File: config.mk
export PLATFORM = sky130hd
export DESIGN_NAME = i2s_tx
export DESIGN_NICKNAME = d
export VERILOG_FILES = /design/src/rtl/apu_audio_pkg.sv /design/src/rtl/i2s_bclk_gen.sv /design/src/rtl/i2s_tx.sv
export SDC_FILE = /design/constraint.sdc
export NUM_CORES = 1
export LEC_CHECK = 0
export ABC_AREA = 1
export CAP_MARGIN = 25
export CORE_MARGIN = 8
export CORE_UTILIZATION = 58
export DETAILED_ROUTE_END_ITERATION = 6
export PLACE_DENSITY = 0.89
export SYNTH_ARGS = -nofsm -noshare
export SYNTH_HDL_FRONTEND = slang
export SYNTH_SLANG_ARGS = --single-unit
File: constraint.sdc
create_clock -name clk -period 2.1 [get_ports clk]
set_input_delay 0.42 -clock clk [delete_from_list [all_inputs] [get_ports clk]]
set_output_delay 0.42 -clock clk [all_outputs]
set_load 0.01 [all_outputs]
File: src/rtl/apu_audio_pkg.sv
// apu_audio_pkg: shared audio-path widths and sample type for the mixer, I2S output and codec config
package apu_audio_pkg;
  localparam int AUDIO_SAMPLE_W = 16;
  localparam int I2S_SLOT_W = 32;
  typedef logic signed [AUDIO_SAMPLE_W-1:0] sample_t;
endpackage

File: src/rtl/i2s_bclk_gen.sv
// i2s_bclk_gen: divides clk into bit_clk/frame_clk and tracks the bit index within the stereo frame
module i2s_bclk_gen #(
  parameter int HALF_DIV = 8,
  parameter int SLOT_W = 32,
  localparam int IW = $clog2(2*SLOT_W)
)(
  input  logic          clk,
  input  logic          reset,
  output logic          bit_clk,
  output logic          frame_clk,
  output logic          fall_evt,
  output logic          frame_load,
  output logic [IW-1:0] slot_pos,
  output logic          slot_right
);
  localparam int DW = $clog2(HALF_DIV);
  logic [DW-1:0] div_cnt;
  logic [IW-1:0] bit_idx, idx_nxt;
  logic wrap;
  assign wrap = div_cnt == DW'(HALF_DIV-1);
  assign fall_evt = wrap && bit_clk;
  assign idx_nxt = bit_idx == IW'(2*SLOT_W-1) ? '0 : bit_idx + IW'(1);
  assign slot_right = idx_nxt >= IW'(SLOT_W);
  // position and slot refer to the bit about to be presented on this fall
  assign slot_pos = slot_right ? idx_nxt - IW'(SLOT_W) : idx_nxt;
  assign frame_load = fall_evt && idx_nxt == '0;
  always_ff @(posedge clk)
    if (reset) begin
      div_cnt <= '0;
      bit_clk <= 1'b0;
      bit_idx <= IW'(2*SLOT_W-1);
      frame_clk <= 1'b0;
    end else begin
      div_cnt <= wrap ? '0 : div_cnt + DW'(1);
      if (wrap) bit_clk <= ~bit_clk;
      if (fall_evt) begin
        bit_idx <= idx_nxt;
        frame_clk <= slot_right;
      end
    end
endmodule

File: src/rtl/i2s_tx.sv
// i2s_tx: stereo Philips I2S transmitter with a one-deep holding register and underrun repeat
module i2s_tx import apu_audio_pkg::*; #(
  parameter int SAMPLE_W = AUDIO_SAMPLE_W,
  parameter int SLOT_W = I2S_SLOT_W,
  parameter int HALF_DIV = 8
)(
  input  logic                clk,
  input  logic                reset,
  input  logic [SAMPLE_W-1:0] in_left,
  input  logic [SAMPLE_W-1:0] in_right,
  input  logic                in_valid,
  output logic                in_ready,
  output logic                bit_clk,
  output logic                frame_clk,
  output logic                sdata,
  output logic                frame_start,
  output logic                underrun
);
  localparam int IW = $clog2(2*SLOT_W);
  logic fall_evt, frame_load, slot_right, accept, shift, data_bit;
  logic [IW-1:0] slot_pos;
  logic [SAMPLE_W-1:0] hold_l, hold_r, last_l, last_r, left_sr, right_sr, load_l, load_r;
  i2s_bclk_gen #(.HALF_DIV(HALF_DIV), .SLOT_W(SLOT_W)) u_bclk (
    .clk(clk), .reset(reset), .bit_clk(bit_clk), .frame_clk(frame_clk), .fall_evt(fall_evt),
    .frame_load(frame_load), .slot_pos(slot_pos), .slot_right(slot_right)
  );
  assign accept = in_valid && in_ready;
  // in_ready doubles as the holding-empty flag, so an empty load replays the last pair
  assign load_l = in_ready ? last_l : hold_l;
  assign load_r = in_ready ? last_r : hold_r;
  assign shift = slot_pos != '0 && slot_pos <= IW'(SAMPLE_W);
  assign data_bit = shift && (slot_right ? right_sr[SAMPLE_W-1] : left_sr[SAMPLE_W-1]);
  always_ff @(posedge clk)
    if (reset) begin
      in_ready <= 1'b1;
      hold_l <= '0;
      hold_r <= '0;
      last_l <= '0;
      last_r <= '0;
      left_sr <= '0;
      right_sr <= '0;
      sdata <= 1'b0;
      frame_start <= 1'b0;
      underrun <= 1'b0;
    end else begin
      frame_start <= frame_load;
      underrun <= frame_load && in_ready;
      in_ready <= !accept && (in_ready || frame_load);
      if (accept) begin
        hold_l <= in_left;
        hold_r <= in_right;
      end
      if (frame_load) begin
        left_sr <= load_l;
        right_sr <= load_r;
        last_l <= load_l;
        last_r <= load_r;
      end else if (fall_evt && shift && !slot_right) left_sr <= {left_sr[SAMPLE_W-2:0], 1'b0};
      else if (fall_evt && shift) right_sr <= {right_sr[SAMPLE_W-2:0], 1'b0};
      if (fall_evt) sdata <= data_bit;
    end
endmodule

Word-level counts from Yosys, hierarchy flattened. Cells that the tools add are included.

Register bits: 111. Latch bits: 0. Memory bits (writable): 0. Memory bits (read-only): 0. Bits of input ports: 35. Output and inout port bits: 6. Logic and storage cells: 51. Memories kept: 0.

$add $sub $neg: 3. Multiply operators: 0. Divide/modulo/power cells: 0. $lt $le $gt $ge: 2. Eq/ne operators: 3. Shift-type cells: 0. Mux-type cells: 10. Bitwise operators: 1. Reductions and logical operators: 18.

Operators by type and width (number): $mux 16 (7); $mux 6 (2); $logic_and 1x1->1 (9); $add 6x1->6 const B (1); $eq 6x6->1 const B (1); $ge 6x6->1 const B (1); $le 6x5->1 const B (1); $logic_not 6->1 (1); $reduce_bool 6->1 (1); $sub 6x6->6 const B (1); $reduce_bool 2->1 (2); $add 3x1->3 const B (1); $eq 3x3->1 const B (1); $logic_not 1->1 (2); $ne 2x2->1 const B (1); $reduce_and 2->1 (1); $reduce_or 2->1 (1); $logic_or 1x1->1 (1); $mux 1 (1); $not 1->1 (1).

Depth between registers and ports, before layout.
Depth after elaboration: 10. Gate-level depth with buffers: 13.

Cells and area by module. A second synthesis with hierarchy kept.

Cells, all modules: 651. Area, all modules: 4749.6 um2.

By module, submodules not included: i2s_tx (times used 1, cells each 557, area an instance 4098.9 um2); i2s_bclk_gen (times used 1, cells each 94, area an instance 650.6 um2).

Least setup slack after synthesis. No wires, ideal clock.

Path type: reg-to-reg. Start: reg u_bclk.bit_idx[0]. End: reg right_sr[4]. Setup time: 111 ps. Data arrival time: 1749 ps. Required time: 1989 ps. Slack: 240 ps. Stages on the path, launching flop included: 12. Path buffers: 2. Cells stage by stage: dfxtp_1 > ha_1 > nand4_1 > nand2_1 > nand3_4 > inv_2 > nand2_2 > and2_1 > buf_6 > buf_8 > nor2_2 > nor2_1.

Cells in the longest elaborated chain, start to end: 10. Elaborated cells between the ends (all ways): 18.

Ends and longest elaborated chain: from (decl) (line i2s_bclk_gen.sv:18) `logic [IW-1:0] bit_idx, idx_nxt;`; from (signal assigned) (line i2s_bclk_gen.sv:31) `bit_idx <= IW'(2*SLOT_W-1);`; from (signal assigned) (line i2s_bclk_gen.sv:37) `bit_idx <= idx_nxt;`; $add 6x1->6 or $eq 6x6->1 (tied branches) (line i2s_bclk_gen.sv:22) `assign idx_nxt = bit_idx == IW'(2*SLOT_W-1) ? '0 : bit_idx + IW'(1);`; $mux 6 (*) (line i2s_bclk_gen.sv:22); $sub 6x6->6 or $ge 6x6->1 (tied branches) (line i2s_bclk_gen.sv:25, i2s_bclk_gen.sv:23); $mux 6 (line i2s_bclk_gen.sv:25) `assign slot_pos = slot_right ? idx_nxt - IW'(SLOT_W) : idx_nxt;`; $le 6x5->1 or $reduce_bool 6->1 (tied branches) (line i2s_tx.sv:31) `assign shift = slot_pos != '0 && slot_pos <= IW'(SAMPLE_W);`; $logic_and 1x1->1 (line i2s_tx.sv:31); $logic_and 1x1->1 (line i2s_tx.sv:58, i2s_tx.sv:59); $logic_and 1x1->1 (line i2s_tx.sv:58) `end else if (fall_evt && shift && !slot_right) left_sr <= {left_sr[SAMPLE_W-2:0], 1'b0};`; $ne 2x2->1 (no line); $reduce_and 2->1 (no line); to (signal assigned) (line i2s_tx.sv:55) `right_sr <= load_r;`; to (signal assigned) (line i2s_tx.sv:59) `else if (fall_evt && shift) right_sr <= {right_sr[SAMPLE_W-2:0], 1'b0};`; to (decl) (line i2s_tx.sv:22) `logic [SAMPLE_W-1:0] hold_l, hold_r, last_l, last_r, left_sr, right_sr, load_l, load_r;`.

Mark *: on every way between the ends. The rest lies on a longest branch, timed or not. A chain may end at the register's enable or synchronous reset.

Worst setup path after layout.
Start: reg u_bclk.div_cnt[0]. End: reg right_sr[10].

Cells in the longest elaborated chain, start to end: 6. Elaborated cells between the ends (all ways): 9.

Ends and longest elaborated chain: from (decl) (line i2s_bclk_gen.sv:17) `logic [DW-1:0] div_cnt;`; from (signal assigned) (line i2s_bclk_gen.sv:34) `div_cnt <= wrap ? '0 : div_cnt + DW'(1);`; $eq 3x3->1 (*) (line i2s_bclk_gen.sv:20) `assign wrap = div_cnt == DW'(HALF_DIV-1);`; $logic_and 1x1->1 (*) (line i2s_bclk_gen.sv:21) `assign fall_evt = wrap && bit_clk;`; $logic_and 1x1->1 (line i2s_tx.sv:58, i2s_tx.sv:59); $logic_and 1x1->1 (line i2s_tx.sv:58); $ne 2x2->1 (no line); $reduce_and 2->1 (no line).

Marked as above.

==> run_summary.xml <==
<?xml version="1.0" encoding="UTF-8"?>
<metrics>
  <group name="synth">
    <metric name="share_of_synthesized_cell_area_in_and_or_nand_and_nor_gates" unit="%">32.89</metric>
    <metric name="synth_adder_area_share" unit="%">0.7572</metric>
    <metric name="syn_avg_cell_area" unit="um2">6.943</metric>
    <metric name="synthesis.instances" unit="">714</metric>
    <metric name="synth_compound_area_share" unit="%">11.21</metric>
    <metric name="synth.yosys.warnings" unit="">0</metric>
    <metric name="synth_nets" unit="">752</metric>
    <metric name="synth_seq_area_share" unit="%">44.83</metric>
    <metric name="yosys_register_bits" unit="">111</metric>
    <metric name="main_combinational_cell_family_by_area_after_synthesis" unit="">simple AND/OR/NAND/NOR gates</metric>
    <metric name="synth.area.mux_share" unit="%">0</metric>
    <metric name="syn-cell-area" unit="um2">4957</metric>
    <metric name="synth.distinct_cells" unit="">31</metric>
    <metric name="xor_xnor_portion_of_the_synthesized_cell_area" unit="%">0</metric>
  </group>
  <group name="final_layout">
    <metric name="antennaDiodeCount" unit="">0</metric>
    <metric name="nNetsFinal" unit="">778</metric>
    <metric name="layout.cells.most_common" unit="">sky130_fd_sc_hd__nand2_1</metric>
    <metric name="multiInputGateArea" unit="um2">2245</metric>
    <metric name="design_area" unit="um2">5629</metric>
    <metric name="postLayoutCoreUtil" unit="%">68.17</metric>
    <metric name="final_layout_size_suffix_gt1_share" unit="%">9.933</metric>
    <metric name="sequential_cell_area" unit="um2">2223</metric>
    <metric name="leading_cell_types_in_the_layout_fill_and_taps_excluded" unit="">sky130_fd_sc_hd__nand2_1 (183), sky130_fd_sc_hd__dfxtp_1 (110), sky130_fd_sc_hd__nor2_1 (95), sky130_fd_sc_hd__inv_1 (76), sky130_fd_sc_hd__a21oi_1 (57)</metric>
    <metric name="num-fill-cells" unit="">643</metric>
    <metric name="syn_to_final_growth" unit="%">13.55</metric>
  </group>
  <group name="sta">
    <metric name="tightest_slew" unit="ns">0.5438</metric>
    <metric name="timing.final.crit_share" unit="%">90.56</metric>
    <metric name="pnr_worst_setup_slack" unit="ns">0.1983</metric>
    <metric name="highest_clock_frequency_the_design_can_meet" unit="GHz">0.5259</metric>
    <metric name="setup_repair_after_global_routing_missed_its_margin" unit="">no</metric>
    <metric name="skew" unit="ns">0.01166</metric>
    <metric name="period_needed" unit="ns">1.902</metric>
    <metric name="setup-violations-final" unit="">0</metric>
    <metric name="totalNegativeSetupSlack" unit="ns">0</metric>
    <metric name="timing.slew.headroom" unit="%">63.69</metric>
    <metric name="timing_max_transition_violations_final" unit="">0</metric>
    <metric name="finalHoldViolations" unit="">0</metric>
  </group>
  <group name="clocking">
    <metric name="cts_setup_buffers" unit="">0</metric>
    <metric name="cts-root-buf" unit="">sky130_fd_sc_hd__clkbuf_8</metric>
    <metric name="cts_bufs_inserted" unit="">9</metric>
    <metric name="cts.sink_count" unit="">111</metric>
    <metric name="clock_latency" unit="ns">0.37</metric>
    <metric name="cts_tree" unit="">done</metric>
    <metric name="clk_transition_reported_paths" unit="ns">0.11</metric>
    <metric name="cts_max_path_buffers" unit="">2</metric>
    <metric name="cts_hold_repair.buffers" unit="">0</metric>
    <metric name="cts-htree-levels" unit="">3</metric>
  </group>
  <group name="critical_path">
    <metric name="max_stage_delay" unit="ns">0.35</metric>
    <metric name="worst-setup-path-type" unit="">reg -&gt; reg</metric>
    <metric name="cp_data_required_time" unit="ns">2.40</metric>
    <metric name="crit_arrival" unit="ns">2.21</metric>
    <metric name="timing.critical_path.fanout_max" unit="">24</metric>
    <metric name="crit_path_end_kind" unit="">flip-flop</metric>
    <metric name="worst_path_most_repeated_cell" unit="">sky130_fd_sc_hd__nand2_1</metric>
    <metric name="slowest_stage" unit="">sky130_fd_sc_hd__dfxtp_1</metric>
    <metric name="buf_inv_stages_crit_path" unit="">2</metric>
    <metric name="critical_path.cell_chain" unit="">ha_1 -&gt; ha_1 -&gt; nand2_1 -&gt; inv_1 -&gt; nand3_2 -&gt; nor2_4 -&gt; buf_12 -&gt; nand2_1 -&gt; nand2_1 -&gt; nor2_1 -&gt; nor2_1</metric>
    <metric name="timing.critical_path.max_delay_family" unit="">simple AND/OR/NAND/NOR gates</metric>
    <metric name="cp-start-kind" unit="">flip-flop</metric>
  </group>
  <group name="routing">
    <metric name="post_route_ant_nets" unit="">0</metric>
    <metric name="route.detailed.vias_per_inst" unit="">5.292</metric>
    <metric name="detail_route.drc_violations" unit="">0</metric>
    <metric name="total_vias_in_the_final_route" unit="">4498</metric>
    <metric name="wl" unit="um">10960</metric>
    <metric name="first_iter_violations" unit="">389</metric>
    <metric name="drt_pass1_iterations" unit="">5</metric>
    <metric name="wl_per_cell" unit="um">12.89</metric>
  </group>
  <group name="placement">
    <metric name="place_hpwl" unit="um">7722</metric>
    <metric name="placed_cell_area" unit="um2">5421</metric>
    <metric name="post_place_setup_slack" unit="ns">-0.04768</metric>
    <metric name="portBuffers" unit="">40</metric>
    <metric name="finalWeightedCongestion" unit="">0.8834</metric>
  </group>
  <group name="power">
    <metric name="vdd_drop_max" unit="uV">501.0</metric>
    <metric name="power_density" unit="nW/um2">645.4</metric>
    <metric name="leakage" unit="nW">2.559</metric>
  </group>
  <group name="outcome">
    <metric name="outcome" unit="">completed</metric>
  </group>
  <group name="floorplanning">
    <metric name="core_area" unit="um2">8258</metric>
    <metric name="area_of_the_die" unit="um2">11760</metric>
    <metric name="rows" unit="">33</metric>
    <metric name="floorplan.initialDensity" unit="%">60.03</metric>
    <metric name="die_height" unit="um">108.5</metric>
    <metric name="die_w" unit="um">108.5</metric>
    <metric name="io-pin-count" unit="">41</metric>
  </group>
  <group name="grt">
    <metric name="grt_antenna_before_repair" unit="">0</metric>
    <metric name="grt_use_total" unit="%">19.46</metric>
    <metric name="grt_start_max_net_pins" unit="">53</metric>
    <metric name="grt_pass1_wl" unit="um">18970</metric>
    <metric name="first_global_vias" unit="">4247</metric>
    <metric name="grt_overflow_total" unit="">0</metric>
  </group>
  <group name="min_path">
    <metric name="holdCritPathClass" unit="">in -&gt; reg</metric>
  </group>
  <group name="job">
    <metric name="maxCapViolCount" unit="">0</metric>
  </group>
</metrics>
==> per-layer routing <==
layer / global-route usage (%) / up-vias / share of wire [%]
met2: 32.30 / 140 / 48
li1: - / 2283 / -
met3: 3.986 / 11 / 6.1
met1: 24.51 / 2064 / 45
met5: 0 / - / 0
met4: 6.843 / 0 / 1.3
==> through the flow <==
step / instances / power [W] / hold WS [ns]
CTS: 850 / 0.003651 / 0.4177
global placement: 834 / 0.002470 / 0.4044
floorplan: 714 / 0.002373 / 0.3969
global route: 850 / 0.003754 / 0.4482
finish: 850 / 0.003633 / 0.4324
detailed placement: 834 / 0.002483 / 0.4214
==> report_power, final <==
part / switching [W] / total (W) / internal (W)
clock network: 0.000746 / 0.00120 / 0.000452
logic: 0.000140 / 0.000248 / 0.000108
registers: 0.0000289 / 0.00219 / 0.00216
total: 0.000915 / 0.00363 / 0.00272
==> timing repair <==
| action | CTS | global route |
|---|---|---|
| gates cloned | 0 | 0 |
| gates resized for setup | 2 | 6 |
| pin swaps | 0 | 1 |
| setup endpoints to repair | 16 | 45 |
==> registers in the layout (all words and copies together), names as in the netlist <==
name and cells:
right_sr 16, u_bclk.bit_idx 6, underrun 1, u_bclk.div_cnt 3
last_r 16, sdata 1, last_l 16, u_bclk.bit_clk 1
hold_r 16, u_bclk.frame_clk 1, left_sr 16, hold_l 16
in_ready 1, frame_start 1
==> synth_stat cells, drive strengths merged <==
cell type / count / area (um2)
nand2: 189 / 719.4
dfxtp: 111 / 2222
nor2: 108 / 447.9
inv: 79 / 296.5
nand3: 69 / 425.4
a21oi: 58 / 294.0
o21ai: 43 / 215.2
clkbuf: 24 / 90.09
buf: 18 / 125.1
ha: 3 / 37.54
a22oi: 2 / 15.01
nand4: 2 / 12.51
o211ai: 2 / 15.01
and2: 1 / 6.260
nand3b: 1 / 7.510
nor3: 1 / 5.000
o21a: 1 / 7.510
o311ai: 1 / 8.760
or2: 1 / 6.260
==> cell families after synthesis <==
family,count (synthesis)
AO/OA/AOI/OAI,107
adder cells (fa/ha/maj),3
buffers and inverters,121
flip-flops,111
AND/OR/NAND/NOR,372
==> area by class of cell <==
cell class | count | share of cell area (%)
clock buffers | 10 | 2.267
clock inverters | 6 | 0.9558
inverters | 79 | 5.268
multi-input cells | 482 | 39.88
flip-flops and latches | 111 | 39.50
well taps | 105 | 2.334
repair buffers | 57 | 9.802
==> path summary, 6_finish.rpt <==
kind / start / end / slack (ns) / cells past startpoint
worst max register to register: u_bclk.div_cnt[0] / right_sr[10] / 0.20 / 11
worst max-delay path: u_bclk.div_cnt[0] / right_sr[10] / 0.20 / 11
worst min-delay path: reset / last_r[8] / 0.43 / 2
worst min register to register: u_bclk.div_cnt[0] / u_bclk.div_cnt[0] / 0.43 / 1
Note: power is estimated with default switching activity, not from simulation.
